[config.mk]
export PLATFORM = sky130hd
export DESIGN_NAME = rr_burst_arbiter
export DESIGN_NICKNAME = d
export VERILOG_FILES = /design/src/rtl/rr_burst_arbiter.sv
export SDC_FILE = /design/constraint.sdc
export NUM_CORES = 1
export LEC_CHECK = 0
export BUFFER_PORTS_ARGS = -buffer_cell sky130_fd_sc_hd__buf_2
export CAP_MARGIN = 20
export CORE_MARGIN = 10
export CORE_UTILIZATION = 47
export CTS_BUF_LIST = sky130_fd_sc_hd__clkbuf_4 sky130_fd_sc_hd__clkbuf_8
export CTS_CLUSTER_SIZE = 16
export DETAILED_ROUTE_END_ITERATION = 6
export PLACE_DENSITY = 0.76
export SLEW_MARGIN = 20
export SYNTH_ARGS = -nofsm -noshare
export SYNTH_HDL_FRONTEND = slang
export SYNTH_SLANG_ARGS = --single-unit
export TNS_END_PERCENT = 10
[constraint.sdc]
create_clock -name clk -period 1.83 [get_ports clk]
set_input_delay 0.549 -clock clk [delete_from_list [all_inputs] [get_ports clk]]
set_output_delay 0.549 -clock clk [all_outputs]
set_load 0.05 [all_outputs]
[src/rtl/rr_burst_arbiter.sv]
// Round-robin arbiter that holds a registered grant for a whole burst.
// Releases on the last beat, a beat cap, or when the winner abandons its request.
module rr_burst_arbiter #(
    parameter int N         = 4,
    parameter int MAX_BEATS = 16,
    parameter int IDW       = $clog2(N),
    parameter int CNTW      = $clog2(MAX_BEATS + 1)
) (
    input  logic            clk,
    input  logic            rst,
    input  logic [N-1:0]    req,
    input  logic [N-1:0]    req_last,
    input  logic            res_ready,
    output logic [N-1:0]    grant,
    output logic [IDW-1:0]  grant_id,
    output logic            busy,
    output logic [CNTW-1:0] beat_cnt,
    output logic            timeout_pulse,
    output logic            abort_pulse
);

    typedef enum logic {
        IDLE = 1'b0,
        BUSY = 1'b1
    } state_t;

    state_t          r_state;
    logic [N-1:0]    r_grant;
    logic [IDW-1:0]  r_grant_id;
    logic [CNTW-1:0] r_beat_cnt;
    logic [IDW-1:0]  r_ptr;
    logic            r_timeout;
    logic            r_abort;

    logic            w_found;
    logic [IDW-1:0]  w_winner;
    logic [IDW:0]    w_sum;
    logic            w_req_g;
    logic            w_last_g;
    logic            w_xfer;
    logic            w_at_cap;
    logic [IDW-1:0]  w_next_ptr;

    // First requester at or after r_ptr, wrapping modulo N.
    always_comb begin
        w_found  = 1'b0;
        w_winner = '0;
        w_sum    = '0;
        for (int unsigned i = 0; i < N; i++) begin
            w_sum = {1'b0, r_ptr} + (IDW+1)'(i);
            if (w_sum >= (IDW+1)'(N)) begin
                w_sum = w_sum - (IDW+1)'(N);
            end
            if (!w_found && req[w_sum[IDW-1:0]]) begin
                w_found  = 1'b1;
                w_winner = w_sum[IDW-1:0];
            end
        end
    end

    assign w_req_g    = req[r_grant_id];
    assign w_last_g   = req_last[r_grant_id];
    assign w_xfer     = (r_state == BUSY) && w_req_g && res_ready;
    assign w_at_cap   = (r_beat_cnt == CNTW'(MAX_BEATS - 1));
    assign w_next_ptr = (r_grant_id == IDW'(N - 1)) ? '0 : r_grant_id + 1'b1;

    always_ff @(posedge clk) begin
        if (rst) begin
            r_state    <= IDLE;
            r_grant    <= '0;
            r_grant_id <= '0;
            r_beat_cnt <= '0;
            r_ptr      <= '0;
            r_timeout  <= 1'b0;
            r_abort    <= 1'b0;
        end else begin
            r_timeout <= 1'b0;
            r_abort   <= 1'b0;
            case (r_state)
                IDLE: begin
                    if (w_found) begin
                        r_state    <= BUSY;
                        r_grant    <= N'(1) << w_winner;
                        r_grant_id <= w_winner;
                        r_beat_cnt <= '0;
                    end
                end
                BUSY: begin
                    // Abort outranks completion; a last beat on the cap beat is a normal end.
                    if (!w_req_g || (w_xfer && (w_last_g || w_at_cap))) begin
                        r_state    <= IDLE;
                        r_grant    <= '0;
                        r_grant_id <= '0;
                        r_beat_cnt <= '0;
                        r_ptr      <= w_next_ptr;
                        r_abort    <= !w_req_g;
                        r_timeout  <= w_req_g && !w_last_g;
                    end else if (w_xfer) begin
                        r_beat_cnt <= r_beat_cnt + 1'b1;
                    end
                end
                default: begin
                    r_state <= IDLE;
                    r_grant <= '0;
                end
            endcase
        end
    end

    assign grant         = r_grant;
    assign grant_id      = r_grant_id;
    assign busy          = |r_grant;
    assign beat_cnt      = r_beat_cnt;
    assign timeout_pulse = r_timeout;
    assign abort_pulse   = r_abort;

    a_grant_onehot0 : assert property (@(posedge clk) disable iff (rst) $onehot0(r_grant));
    a_cnt_bounded   : assert property (@(posedge clk) disable iff (rst)
                                       r_beat_cnt <= CNTW'(MAX_BEATS - 1));
    a_single_pulse  : assert property (@(posedge clk) disable iff (rst) !(r_timeout && r_abort));

endmodule
==> impl_metrics.csv, run 1 <==
group,metric,value,unit
setup_path,crit_family,"simple AND/OR/NAND/NOR gates",
cells_and_area,drive_above_1_share,0.504,
sta,fmax,539,MHz
setup_path,critPathRequiredTime,2.02,ns
die,ioPinCount,25,
synth,async_flop_share,0,
pwr,peakVddDrop,0.000390,V
place,gp_congestion,0.796,
sta,final_max_slew_viol_count,0,
setup_path,crit_fanout,3,
sta,hold_slack,0.487,ns
setup_path,rrSetupSlack,-0.02,ns
grt,antenna_found_initial,0,
cells_and_area,multi_input_area,563,sq um
clocking,cts_tree,"yes",
synth,yosysTopAreaCell,"dfxtp_1",
sta,tightest_slew,0.556,ns
min_path,min_to,"grant[1]",
cells_and_area,final_cell_mix,"buf_2, buf_4, dfxtp_1",
route,wl_met1,974,um
grt,grt_max_degree,13,
sta,hold_violations,0,
setup_path,critPathKind,"reg -> reg",
clocking,clock_path_buffers,2,
min_path,hold_path_startpoint,"grant[1]",
sta,setup_slack,-0.0244,ns
synth,syn_area_per_cell,9.74,sq um
route,drt_iter0_drc,13,
synth,ys_ff_latch,16,
clocking,hold_buffers,0,
route,drc,0,
die,die_area,3900,sq um
cells_and_area,nFillCells,144,
setup_path,rr_endpoint,"beat_cnt[0]",
synth,synth_top_area_share,0.378,
min_path,worstHoldPathType,"reg -> reg",
setup_path,crit_slowest_cell,"dfxtp_4",
synth,synth_cells,87,
setup_path,setup.worst_path.end_class,"flip-flop",
setup_path,regToRegStartpoint,"beat_cnt[0]",
cells_and_area,stdcell_count,150,
min_path,holdPathStages,1,
die,initial_utilization,0.491,
clocking,clock_latency,0.28,ns
sta,relSlewSlack,0.626,
pwr,p_leak,0.528,nW
clocking,cts-root-buf,"clkbuf_4",
route,top_layer,"met4",
sta,final.period_utilization,1.01,
grt,grt_overflow_total,0,
synth,yosysWarnings,0,
clocking,htreeDepth,1,
status,status,"finished, violations left",
cells_and_area,seq_area,335,sq um
status,violations,"negative setup slack",
sta,setup_viol,3,
synth,syn-num-nets,101,
setup_path,worst-path-buf-inv,0,
cells_and_area,nNetsFinal,140,
route,antenna_left,0,
synth,yosysUniqueCellTypes,37,
sta,setup_tns,-0.0405,ns
setup_path,critical-path-max-stage-delay,0.36,ns
die,core_area,1730,sq um
sta,fin_skew,0.00940,ns
synth,synth_edf_count,0,
grt,grt_usage,0.116,
die,placementRows,15,
die,fp.dieW,62.5,um
setup_path,cp.arrival,2.04,ns
sta,rsz0062_at_grt,"true",
place,dp_hpwl,1800,um
route,firstDrtPassIters,4,
grt,grt_pass1_vias,838,
die,die_h,62.5,um
sta,period_needed,1.85,ns
cells_and_area,n_antenna_cell,0,
flow_run,maxCapViolations,0,
synth,netlist_area,847,sq um
synth,ys.flop_type,"dfxtp_1",
route,viasPerCell,5.35,
route,wl_met3,101,um
synth,synth_area_leaders,"dfxtp_1, nand2b_1, ha_1, a22o_1, mux2_2",
route,num_vias,803,
cells_and_area,final_common_cell,"buf_2",
route,post_drt_wl_per_cell,14.9,um
cells_and_area,area.growth.synth_to_final,41.5,%
route,wl,2230,um
clocking,clk_pin_slew_worst_paths,0.09,ns
clocking,cts_buffers,3,
place,placedCellCount,145,
setup_path,start_kind,"flip-flop",
synth,yosysSeqAreaShare,0.378,
route,dr_wl_met2,1130,um
pwr,powerDensity,712,nW/um^2
grt,grt_pass1_wl,3790,um
clocking,clock-sinks,16,
setup_path,cp_cell_sequence,"ha_4 -> and3_4 -> ha_4 -> or2_4 -> o221ai_4 -> nand4_1 -> o31ai_1",
place,portBuffers,24,
setup_path,rr_worst_depth,7,
setup_path,path_common_cell,"ha_4",
## routing by layer
layer / track usage / vias up
li1: - / 406
met1: 0.121 / 376
met2: 0.210 / 17
met3: 0.0341 / 4
met4: 0.0503 / 0
met5: 0 / -
## sequential cells by signal, summed over array words and instances (netlist names)
name / cells
r_ptr: 2
timeout_pulse: 1
r_state: 1
beat_cnt: 5
grant_id: 2
abort_pulse: 1
grant: 4
## cells in the mapped netlist, types with 2 or more instances
library cell   n
nor3b_1        2
clkbuf_1       2
nor2_1         2
a21boi_0       2
o31ai_1        3
a22o_1         4
nor3_1         3
nand2b_1       7
inv_1          4
a21o_1         2
nand3b_1       3
dfxtp_1       16
a21boi_1       3
ha_1           3
or3_1          2
mux2_2         3
or4_1          2
mux2i_1        2
nor2b_1        3
o21ai_0        2
## how the worst max path moves through the flow
stage | start | to | slack (ns) | cells past startpoint
floorplan | beat_cnt[1] | beat_cnt[2] | -0.04 | 7
detailed placement | req[3] | beat_cnt[3] | -0.15 | 6
CTS | grant[1] | busy | -0.04 | 2
finish | beat_cnt[0] | beat_cnt[0] | -0.02 | 7
global placement | req[3] | beat_cnt[2] | -0.12 | 6
global route | beat_cnt[0] | beat_cnt[4] | -0.12 | 7
## where the power goes
group          internal, W  total (W)  switching (W)  leakage (nW)
combinational     0.000113   0.000264       0.000151         0.375
sequential        0.000368   0.000390      0.0000221         0.135
clock            0.0000992   0.000199       0.000100        0.0184
total             0.000580   0.000853       0.000273         0.528
## worst reg2reg max path: stages (launching register included)
cell	delay [ns]
dfxtp_4	0.36
ha_4	0.16
and3_4	0.18
ha_4	0.15
or2_4	0.23
o221ai_4	0.19
nand4_1	0.21
o31ai_1	0.29
## layout make-up
type,instances,area share
multi-input combinational,64,0.470
sequential,16,0.280
timing repair buffer,37,0.187
tap,25,0.0261
clock buffer,4,0.0251
inverter,4,0.0125
## what timing repair did
item,4_1_cts,5_1_grt
pin swaps,6,4
endpoints found under the hold margin,0,0
buffers inserted,1,0
gates resized for setup,6,2
endpoints found under the setup margin,13,12
## through the flow
stage          setup WS (ns)   util  power, W  cell area (sq um)
3_3_place_gp          -0.122  0.654  0.000639               1130
4_1_cts              -0.0358  0.691  0.000856               1190
5_1_grt               -0.119  0.694  0.000902               1200
6_report             -0.0244  0.694  0.000853               1200
2_1_floorplan        -0.0357      -  0.000565                900
3_5_place_dp          -0.150  0.654  0.000647               1130
## kinds of logic (layout without fill, tap and decap cells)
kind of cell / after synthesis / in the layout / synth area share
simple gates: 31 / 31 / 0.227
compound gates: 24 / 24 / 0.227
flops: 16 / 16 / 0.378
buf+inv: 7 / 45 / 0.0325
mux: 6 / 6 / 0.0901
fa+ha+maj: 3 / 3 / 0.0443
(Power assumes the default switching activity.)
==> inputs of run 2 (changes only) <==
CTS_BUF_LIST = sky130_fd_sc_hd__clkbuf_8   (was sky130_fd_sc_hd__clkbuf_4 sky130_fd_sc_hd__clkbuf_8)
==> impl_metrics.csv, run 2 (same netlist as run 1, synthesis figures left out) <==
group,metric,value,unit
die,core_area,1730,sq um
sta,setup_tns,-0.0187,ns
sta,relSlewSlack,0.625,
setup_path,setup.worst_path.end_class,"flip-flop",
clocking,cts_tree,"yes",
route,post_drt_wl_per_cell,15.1,um
setup_path,critPathKind,"reg -> reg",
status,violations,"negative setup slack",
clocking,cts_buffers,3,
grt,grt_pass1_wl,3840,um
setup_path,rr_endpoint,"beat_cnt[0]",
route,num_vias,785,
die,ioPinCount,25,
sta,hold_slack,0.490,ns
setup_path,crit_fanout,3,
sta,period_needed,1.85,ns
grt,antenna_found_initial,0,
cells_and_area,n_antenna_cell,0,
route,firstDrtPassIters,4,
sta,setup_slack,-0.0169,ns
place,dp_hpwl,1800,um
grt,grt_pass1_vias,839,
setup_path,path_common_cell,"ha_4",
route,antenna_left,0,
sta,fmax,541,MHz
grt,grt_max_degree,13,
clocking,cts-root-buf,"clkbuf_8",
route,viasPerCell,5.23,
die,initial_utilization,0.491,
clocking,htreeDepth,1,
sta,rsz0062_at_grt,"true",
cells_and_area,final_util,0.702,
route,wl,2260,um
setup_path,worst-path-buf-inv,0,
pwr,p_total,0.000913,W
sta,final_max_slew_viol_count,0,
die,fp.dieW,62.5,um
cells_and_area,nNetsFinal,140,
setup_path,crit_family,"simple AND/OR/NAND/NOR gates",
cells_and_area,final_common_cell,"buf_2",
die,die_h,62.5,um
cells_and_area,nFillCells,138,
place,gp_congestion,0.796,
setup_path,crit_start,"beat_cnt[1]",
clocking,clock_latency,0.24,ns
setup_path,cp.arrival,1.99,ns
place,place_ws,-0.150,ns
clocking,clock_path_buffers,2,
die,placementRows,15,
pwr,powerDensity,753,nW/um^2
pwr,peakVddDrop,0.000395,V
setup_path,regToRegStartpoint,"beat_cnt[1]",
sta,hold_violations,0,
cells_and_area,area.growth.synth_to_final,43.1,%
clocking,clock-sinks,16,
cells_and_area,largest_reg_flops,5,
route,drt_iter0_drc,12,
flow_run,maxCapViolations,0,
setup_path,start_kind,"flip-flop",
sta,final.period_utilization,1.01,
setup_path,rr_worst_depth,7,
cells_and_area,drive_above_1_share,0.488,
status,status,"finished, violations left",
sta,fin_skew,0.00297,ns
route,drc,0,
sta,tightest_slew,0.557,ns
min_path,worstHoldPathType,"reg -> reg",
grt,grt_usage,0.118,
place,portBuffers,24,
grt,grt_overflow_total,0,
setup_path,cp_cell_sequence,"ha_4 -> and3_4 -> ha_4 -> or2_4 -> o221ai_4 -> nand4_1 -> o31ai_1",
setup_path,critical-path-max-stage-delay,0.35,ns
setup_path,crit_slowest_cell,"dfxtp_4",
setup_path,crit_cells,7,
die,die_area,3900,sq um
setup_path,rrSetupSlack,-0.02,ns
pwr,p_leak,0.537,nW
sta,setup_viol,2,
setup_path,critPathRequiredTime,1.98,ns
cells_and_area,final_cell_mix,"buf_2, buf_4, dfxtp_1",
clocking,clk_pin_slew_worst_paths,0.06,ns
setup_path,endpoint,"beat_cnt[0]",
## run 2: cell count changes in the layout (fill, tap and decap cells not counted)
cell,previous run,this run
inv_1,4,5
clkbuf_8,0,3
dfxtp_1,8,9
clkbuf_4,4,0
dfxtp_2,6,5
## run 2: worst min path at each step
| stage | end | slack [ns] | depth (start not counted) | from |
|---|---|---|---|---|
| 2_1_floorplan | r_ptr[1] | 0.50 | 2 | r_ptr[1] |
| 3_3_place_gp | beat_cnt[3] | 0.47 | 2 | beat_cnt[3] |
| 3_5_place_dp | beat_cnt[3] | 0.48 | 2 | beat_cnt[3] |
| 4_1_cts | beat_cnt[3] | 0.49 | 2 | beat_cnt[3] |
| 5_1_grt | grant[0] | 0.54 | 1 | grant[0] |
| 6_report | beat_cnt[3] | 0.49 | 2 | beat_cnt[3] |
## run 2: final cells by class
cell class	instances	area, sq um	area share
Sequential cell	16	334	0.276
Clock buffer	3	41.3	0.0341
Timing Repair Buffer	37	224	0.185
Tap cell	25	31.3	0.0258
Inverter	4	15.0	0.0124
Multi-Input combinational cell	64	563	0.464
Clock inverter	1	3.75	0.00310
## run 2: per-stage QoR
step | cells | instance area, sq um
after CTS | 150 | 1210
after global routing | 150 | 1210
after detailed placement | 145 | 1130
after floorplan | 87 | 900
after global placement | 145 | 1130
final | 150 | 1210
## run 2: layer usage
metal	GRT usage	share of wire
met1	0.127	0.46
met3	0.0323	0.040
met5	0	0
met4	0.0419	0.0053
met2	0.213	0.50
## run 2: timing repair
item                                    CTS  global route
gates resized for setup                   6             1
hold buffers                              0             0
setup buffers                             1             0
pin swaps                                 4             4
endpoints found under the setup margin   13            11
## run 2: worst reg2reg max path: stages (launching register included)
cell and delay (ns):
dfxtp_4 0.35, ha_4 0.16, and3_4 0.18, ha_4 0.15, or2_4 0.23, o221ai_4 0.19
nand4_1 0.21, o31ai_1 0.29
## run 2: power breakdown
part | internal (W) | switching, W
Sequential | 0.000368 | 0.0000224
Combinational | 0.000113 | 0.000151
Clock | 0.000148 | 0.000110
Total | 0.000629 | 0.000284
